===== config.mk =====
export PLATFORM = sky130hd
export DESIGN_NAME = instruction_fetch_unit
export DESIGN_NICKNAME = d
export VERILOG_FILES = /design/src/rtl/instruction_fetch_unit.sv
export SDC_FILE = /design/constraint.sdc
export NUM_CORES = 1
export LEC_CHECK = 0
export ABC_CLOCK_PERIOD_IN_PS = 2300
export CAP_MARGIN = 20
export CORE_ASPECT_RATIO = 0.6
export CORE_MARGIN = 3
export CORE_UTILIZATION = 42
export DETAILED_ROUTE_END_ITERATION = 10
export PLACE_DENSITY = 0.88
export SLEW_MARGIN = 25
export SYNTH_ARGS = -nofsm -noshare
export SYNTH_HDL_FRONTEND = slang
export SYNTH_SLANG_ARGS = --single-unit
export TNS_END_PERCENT = 100

===== constraint.sdc =====
create_clock -name clk -period 2.3 [get_ports clk]
set_input_delay 0.23 -clock clk [delete_from_list [all_inputs] [get_ports clk]]
set_output_delay 0.23 -clock clk [all_outputs]
set_load 0.01 [all_outputs]

===== src/rtl/instruction_fetch_unit.sv =====
// Program loader plus fetch stage in front of a 64-word instruction memory.
// Optional backpressure counter is enabled with `define FETCH_STALL_COUNT_EN.
module instruction_fetch_unit #(
  parameter int unsigned           DATA_WIDTH   = 32,
  parameter int unsigned           MEMORY_DEPTH = 64,
  parameter logic [DATA_WIDTH-1:0] BASE_ADDR    = 32'h0040_0000
) (
  input  logic                  clk,
  input  logic                  rst_n,
  input  logic                  load_valid_i,
  input  logic [DATA_WIDTH-1:0] load_data_i,
  input  logic                  load_last_i,
  output logic                  load_ready_o,
  output logic                  Write_Enable_o,
  output logic [DATA_WIDTH-1:0] Write_Data_o,
  output logic [DATA_WIDTH-1:0] Address_o,
  input  logic [DATA_WIDTH-1:0] Instruction_i,
  input  logic                  redirect_i,
  input  logic [DATA_WIDTH-1:0] redirect_pc_i,
  output logic [DATA_WIDTH-1:0] instr_o,
  output logic [DATA_WIDTH-1:0] pc_o,
  output logic                  instr_valid_o,
  input  logic                  instr_ready_i,
  output logic                  fault_o,
  output logic [31:0]           stall_count_o
);

  localparam int unsigned           PTR_W      = $clog2(MEMORY_DEPTH);
  localparam logic [DATA_WIDTH-1:0] MEM_BYTES  = DATA_WIDTH'(4 * MEMORY_DEPTH);
  localparam logic [DATA_WIDTH-1:0] LIMIT_ADDR = BASE_ADDR + MEM_BYTES;
  localparam logic [DATA_WIDTH-1:0] LAST_ADDR  = LIMIT_ADDR - DATA_WIDTH'(4);
  localparam logic [PTR_W-1:0]      LAST_PTR   = PTR_W'(MEMORY_DEPTH - 1);

  typedef enum logic [1:0] {ST_LOAD, ST_FETCH, ST_HALT} state_e;

  state_e                  state_q, state_d;
  logic [PTR_W-1:0]        ptr_q, ptr_d;
  logic [DATA_WIDTH-1:0]   pc_q, pc_d;
  logic [DATA_WIDTH-1:0]   instr_q, instr_d;
  logic [DATA_WIDTH-1:0]   pc_out_q, pc_out_d;
  logic                    valid_q, valid_d;
  logic                    fault_q, fault_d;
  logic                    write_en;

  function automatic logic [DATA_WIDTH-1:0] next_pc(input logic [DATA_WIDTH-1:0] pc);
    return (pc == LAST_ADDR) ? BASE_ADDR : pc + DATA_WIDTH'(4);
  endfunction

  function automatic logic target_ok(input logic [DATA_WIDTH-1:0] t);
    return (t[1:0] == 2'b00) && (t >= BASE_ADDR) && (t < LIMIT_ADDR);
  endfunction

  always_comb begin
    state_d      = state_q;
    ptr_d        = ptr_q;
    pc_d         = pc_q;
    instr_d      = instr_q;
    pc_out_d     = pc_out_q;
    valid_d      = valid_q;
    fault_d      = fault_q;
    load_ready_o = 1'b0;
    write_en     = 1'b0;
    Write_Data_o = '0;
    Address_o    = pc_q;
    case (state_q)
      ST_LOAD: begin
        load_ready_o = 1'b1;
        Address_o    = BASE_ADDR + DATA_WIDTH'({ptr_q, 2'b00});
        Write_Data_o = load_data_i;
        write_en     = load_valid_i;
        valid_d      = 1'b0;
        if (load_valid_i) begin
          ptr_d = ptr_q + PTR_W'(1);
          // The last memory slot ends loading even without load_last_i.
          if (load_last_i || (ptr_q == LAST_PTR)) begin
            state_d = ST_FETCH;
            pc_d    = BASE_ADDR;
          end
        end
      end
      ST_FETCH: begin
        if (redirect_i) begin
          pc_d    = redirect_pc_i;
          valid_d = 1'b0;
          if (!target_ok(redirect_pc_i)) begin
            fault_d = 1'b1;
            state_d = ST_HALT;
          end
        end else if (!valid_q || instr_ready_i) begin
          instr_d  = Instruction_i;
          pc_out_d = pc_q;
          valid_d  = 1'b1;
          pc_d     = next_pc(pc_q);
        end
      end
      ST_HALT: begin
        valid_d = 1'b0;
      end
      default: begin
        state_d = ST_LOAD;
      end
    endcase
  end

  always_ff @(posedge clk) begin
    if (!rst_n) begin
      state_q  <= ST_LOAD;
      ptr_q    <= '0;
      pc_q     <= BASE_ADDR;
      instr_q  <= '0;
      pc_out_q <= '0;
      valid_q  <= 1'b0;
      fault_q  <= 1'b0;
    end else begin
      state_q  <= state_d;
      ptr_q    <= ptr_d;
      pc_q     <= pc_d;
      instr_q  <= instr_d;
      pc_out_q <= pc_out_d;
      valid_q  <= valid_d;
      fault_q  <= fault_d;
    end
  end

  // Memory must never see a write while reset is held, even in LOAD.
  assign Write_Enable_o = write_en & rst_n;
  assign instr_o        = instr_q;
  assign pc_o           = pc_out_q;
  assign instr_valid_o  = valid_q;
  assign fault_o        = fault_q;

`ifdef FETCH_STALL_COUNT_EN
  logic [31:0] stall_q, stall_d;

  function automatic logic [31:0] sat_inc(input logic [31:0] v);
    return (v == 32'hFFFF_FFFF) ? v : v + 32'd1;
  endfunction

  always_comb begin
    stall_d = stall_q;
    if ((state_q == ST_FETCH) && valid_q && !instr_ready_i && !redirect_i) begin
      stall_d = sat_inc(stall_q);
    end
  end

  always_ff @(posedge clk) begin
    if (!rst_n) begin
      stall_q <= '0;
    end else begin
      stall_q <= stall_d;
    end
  end

  assign stall_count_o = stall_q;
`else
  assign stall_count_o = 32'd0;
`endif

endmodule


Yosys cells after proc, flatten, opt, wreduce, memory -nomap -nowiden
Index checks and enable logic that the tools add are counted.
- logic and storage cells: 59
- output and inout port bits: 164
- register bits: 106
- multiplexer cells: 18
- add/subtract/negate cells: 3
- bitwise operators: 4
- magnitude comparators: 2
- reductions and logical operators: 16
- equality and inequality tests: 9
- operators with widths (operator ; number):
    two-way mux 32 bit ; 7
    case mux 32 bit (2 select lines) ; 1
    adder 32 x 3 -> 32 bit, second input constant ; 1
    == test 32 x 23 -> 1 bit, second input constant ; 1
    >= comparator 32 x 23 -> 1 bit, second input constant ; 1
    < comparator 32 x 23 -> 1 bit, second input constant ; 1
    adder 23 x 8 -> 24 bit, first input constant ; 1
    two-way mux 2 bit ; 4
    inequality test 2 bit, second input constant ; 4
    adder 6 x 1 -> 6 bit, second input constant ; 1
    == test 6 bit, second input constant ; 1
    case mux 2 bit (3 select lines) ; 1
    AND reduction 3 bit ; 2
    AND reduction 5 bit ; 1
    zero test 2 bit ; 2
    two-way mux 1 bit ; 4
    AND reduction 2 bit ; 2
    AND reduction 4 bit ; 1
    nonzero test 2 bit ; 2
    inequality test 3 bit, second input constant ; 1
    inverter 1 bit ; 3
    == test 2 x 1 -> 1 bit, second input constant ; 1
    == test 2 bit, second input constant ; 1
    logical AND 1 bit ; 2
    other kinds (5) ; 6

Logic depth before layout (Yosys ltp)
- depth after elaboration: 6
- depth in mapped cells: 8
- mapped depth without buffers: 6

Worst setup path before layout
No wires, ideal clock.
- path kind: register to register
- start: register pc_q[2]
- end: register pc_q[26]
- stages on the path, launching flop included: 7
- data required time: 2.209 ns
- period minus slack after synthesis: 2.070 ns
- path buffers: 0
- arrival time: 1.979 ns
- setup slack: 0.230 ns
- path through: dfxtp_1 > ha_1 > nand3_4 > nor4_4 > nand2_4 > or4_1 > a311oi_1
- longest elaborated chain between the ends: 5
- ends and longest elaborated chain (element ; line ; source):
    start: declaration ; 38 ; logic [DATA_WIDTH-1:0] pc_q, pc_d;
    start signal: assignment ; 117 ; pc_q <= pc_d;
    adder 32 x 3 -> 32 bit or == test 32 x 23 -> 1 bit (tied branches) ; 46 ; return (pc == LAST_ADDR) ? BASE_ADDR : pc + DATA_WIDTH'(4);
    two-way mux 32 bit * ; 46 ;
    two-way mux 32 bit * ; 89 ; end else if (!valid_q || instr_ready_i) begin
    two-way mux 32 bit * ; 82 ; if (redirect_i) begin
    case mux 32 bit (2 select lines) * ; 65 ; case (state_q)
Mark *: on every way between the ends. The rest lies on a longest branch, timed or not. The select of a mux whose other input is x is not followed.
A chain may end at the register's enable or synchronous reset.

Worst setup path after layout
Ends and elaborated chain as after synthesis.

==> metrics <==
Yosys reg bits 106; die width 155 um; pre-CTS setup slack 0.207 ns; Pwr per Cell Area 511 nW/um2; Skew-Pair Late Insertion Delay 0.35 ns; status finished clean; io pins approximately 270; Clk network pwr share 0.368; area of the core 12500 um2; row cnt 31; Area Overhead vs Synth 51.8%; final hold vios 0; initial antenna violation count 0; Via Count roughly 6200; Placed Instances 1119; CTS tree yes; number of synthesized flops with an enable pin 0; Slew HR 0.504; Net Sw Frac 0.259; htree depth 3; synthesized area 5590 um2; root cell of the clock tree clkbuf_16; unrepaired setup endpoints after global routing no; Netlist cell types 58; fin crit share 0.940; drc violations 0; Max-Cap Viols 0; Logic pwr share 0.190; Worst EP required 2.55 ns; Port-buffer cells 233; cts hold-fix bufs 0; Sink Count 106; Internal Power about 3.2 mW; Seq. cell area 2120 um2; layout cells sized above 1 0.0893; Setup Skew 0.00903 ns; leak pwr 2.97 nW; largest net degree at the start of global routing 71; Setup crit end kind flop; Initial Util 0.446; NetSw 1.12 mW; Wirelength per Cell 17.9 um; Final Critical Period between 2 and 2.5 ns; Post-DRT Antenna Nets 0; first-pass GRT wire length 31500 um; Overall Power 4.33 mW; Worst Setup Path Type reg -> reg; Worst Tran Pin Value approximately 0.74 ns; worst hold path type in -> reg; CTS Buffer Depth 2; met2 Use GR 0.419; Multi-input gate area about 3100 um2; Slew Limit Fails 0; DRT Wirelength approximately 20000 um; syn avg cell area 7.56 um2; Worst Setup Start Kind flop; antenna diode count 0; drt via density roughly 5.5; Reg clk slew, reported paths around 0.07 ns; async set-reset flop share out of synthesis 0; non-filler cells in the finished layout 1139; Routability Congestion 0.955; Setup Viol. Count Final 0; Pre-antenna DRT Iters 5; Worst VDD drop 404 uV; fin nets 1073; DIE HEIGHT about 95 um; worst hold margin 0.357 ns; Post-Syn Instances ~740; vias in the first global route ~5800; grt met1 use 0.371; Ys Warns 0; GRT busiest layer met2; overall routing resource usage 0.267; met3 Use GR 0.0776; initial detailed-routing violation count between 700 and 800; HPWL Detailed 14900 um; max frequency 463 MHz; Seq/Total Area, Yosys 0.380; sequential share of power 0.441; Fin Setup TNS 0 ns; Die ar. 14800 um2; Final Worst Setup Slack 0.139 ns; CP arrival 2.42 ns; crit path max fanout 8; top_reg_cell synth dfxtp_1; Num CTS Buffers 9; Fill cells 1030; grt ovf 0
[through the flow]
step | area [um2] | utilization
after floorplan | 5700 | -
after global placement | 8140 | 0.650
after detailed placement | 8140 | 0.650
after CTS | 8480 | 0.677
after global routing | 8480 | 0.677
final | 8480 | 0.677
[registers in the layout (all words and copies together), names as in the netlist]
signal         cells
state_q            2
instr_o           32
pc_q              32
instr_valid_o      1
pc_o              32
fault_o            1
ptr_q              6
[final timing paths]
| check | startpoint | endpoint | slack, ns | depth (start not counted) |
|---|---|---|---|---|
| worst min register to register | instr_o[3]$_SDFFE_PN0P_ | instr_o[3]$_SDFFE_PN0P_ | 0.45 | 2 |
| worst min-delay path | redirect_i | instr_valid_o$_SDFFE_PN0P_ | 0.36 | 3 |
| worst max-delay path | pc_q[2]$_SDFFE_PN0P_ | pc_q[26]$_SDFFE_PN0P_ | 0.14 | 6 |
| worst max register to register | pc_q[2]$_SDFFE_PN0P_ | pc_q[26]$_SDFFE_PN0P_ | 0.14 | 6 |
[layout by cell type (no fill, tap or decap), types with 12 or more instances in the layout]
cell             instances
a21oi_1                 91
o21ai_0                 12
nand2_1                163
dfxtp_1                104
nor2_1                  33
and2_1                  35
nand3_1                 20
nor2b_1                 22
nor4_1                  13
a22oi_1                 15
buf_4                   43
clkdlybuf4s50_1        232
conb_1                  32
[cells by family (layout without fill, tap and decap cells)]
logic type	count (synthesis)	after routing	synth area share
adders and majority gates	2	2	0.00448
and+or+nand+nor	347	348	0.310
DFF	106	106	0.380
xor gates and xnor gates	7	7	0.0110
muxes	8	8	0.0159
buffers and inverters	99	302	0.0921
other	1	32	0.000671
AOI/OAI and AO/OA	169	169	0.186
[worst max-delay path: stages, from the launching register on]
cell and delay [ns]:
dfxtp_1 0.34, ha_1 0.26, nand3_4 0.18, nor4_4 0.40, nand2_4 0.13, or4_1 0.48, a311oi_1 0.27
[cell usage after synthesis, drive strengths merged, types with 12 or more instances]
| cell type | number | area, um2 |
|---|---|---|
| nor2 | 34 | 128 |
| nand3 | 22 | 128 |
| nand2 | 164 | 623 |
| clkbuf | 43 | 164 |
| a22oi | 15 | 113 |
| nor2b | 22 | 138 |
| and2 | 35 | 219 |
| buf | 50 | 328 |
| dfxtp | 106 | 2120 |
| nor4 | 14 | 103 |
| o21ai | 12 | 60.1 |
| a21oi | 92 | 460 |
[metal layers]
layer / wire length, um / part of all wire
met3: 2320 / 0.11
met2: 9190 / 0.45
met1: 8670 / 0.43
met5: 0 / 0
met4: 166 / 0.0082
[power by group through the flow]
stage	sequential, mW	clock [mW]	combinational, mW
3_3_place_gp	1.95	0	0.792
6_report	1.91	1.59	0.825
2_1_floorplan	1.95	0	0.380
4_1_cts	1.91	1.60	0.816
3_5_place_dp	1.95	0	0.804
5_1_grt	1.91	1.68	0.880
[cell type report]
cell class / count / share of cell area
multi-input combinational: 566 / 0.364
timing repair buffer: 280 / 0.322
sequential: 106 / 0.251
clock buffer: 12 / 0.0303
tap: 165 / 0.0244
clock inverter: 4 / 0.00590
inverter: 6 / 0.00266
[what timing repair did]
action	CTS	global route
gates cloned	1	0
gates resized for setup	0	2
setup endpoints to repair	41	13
setup buffers	3	0
pin swaps	1	0
Power figures use the tool's default switching activity.
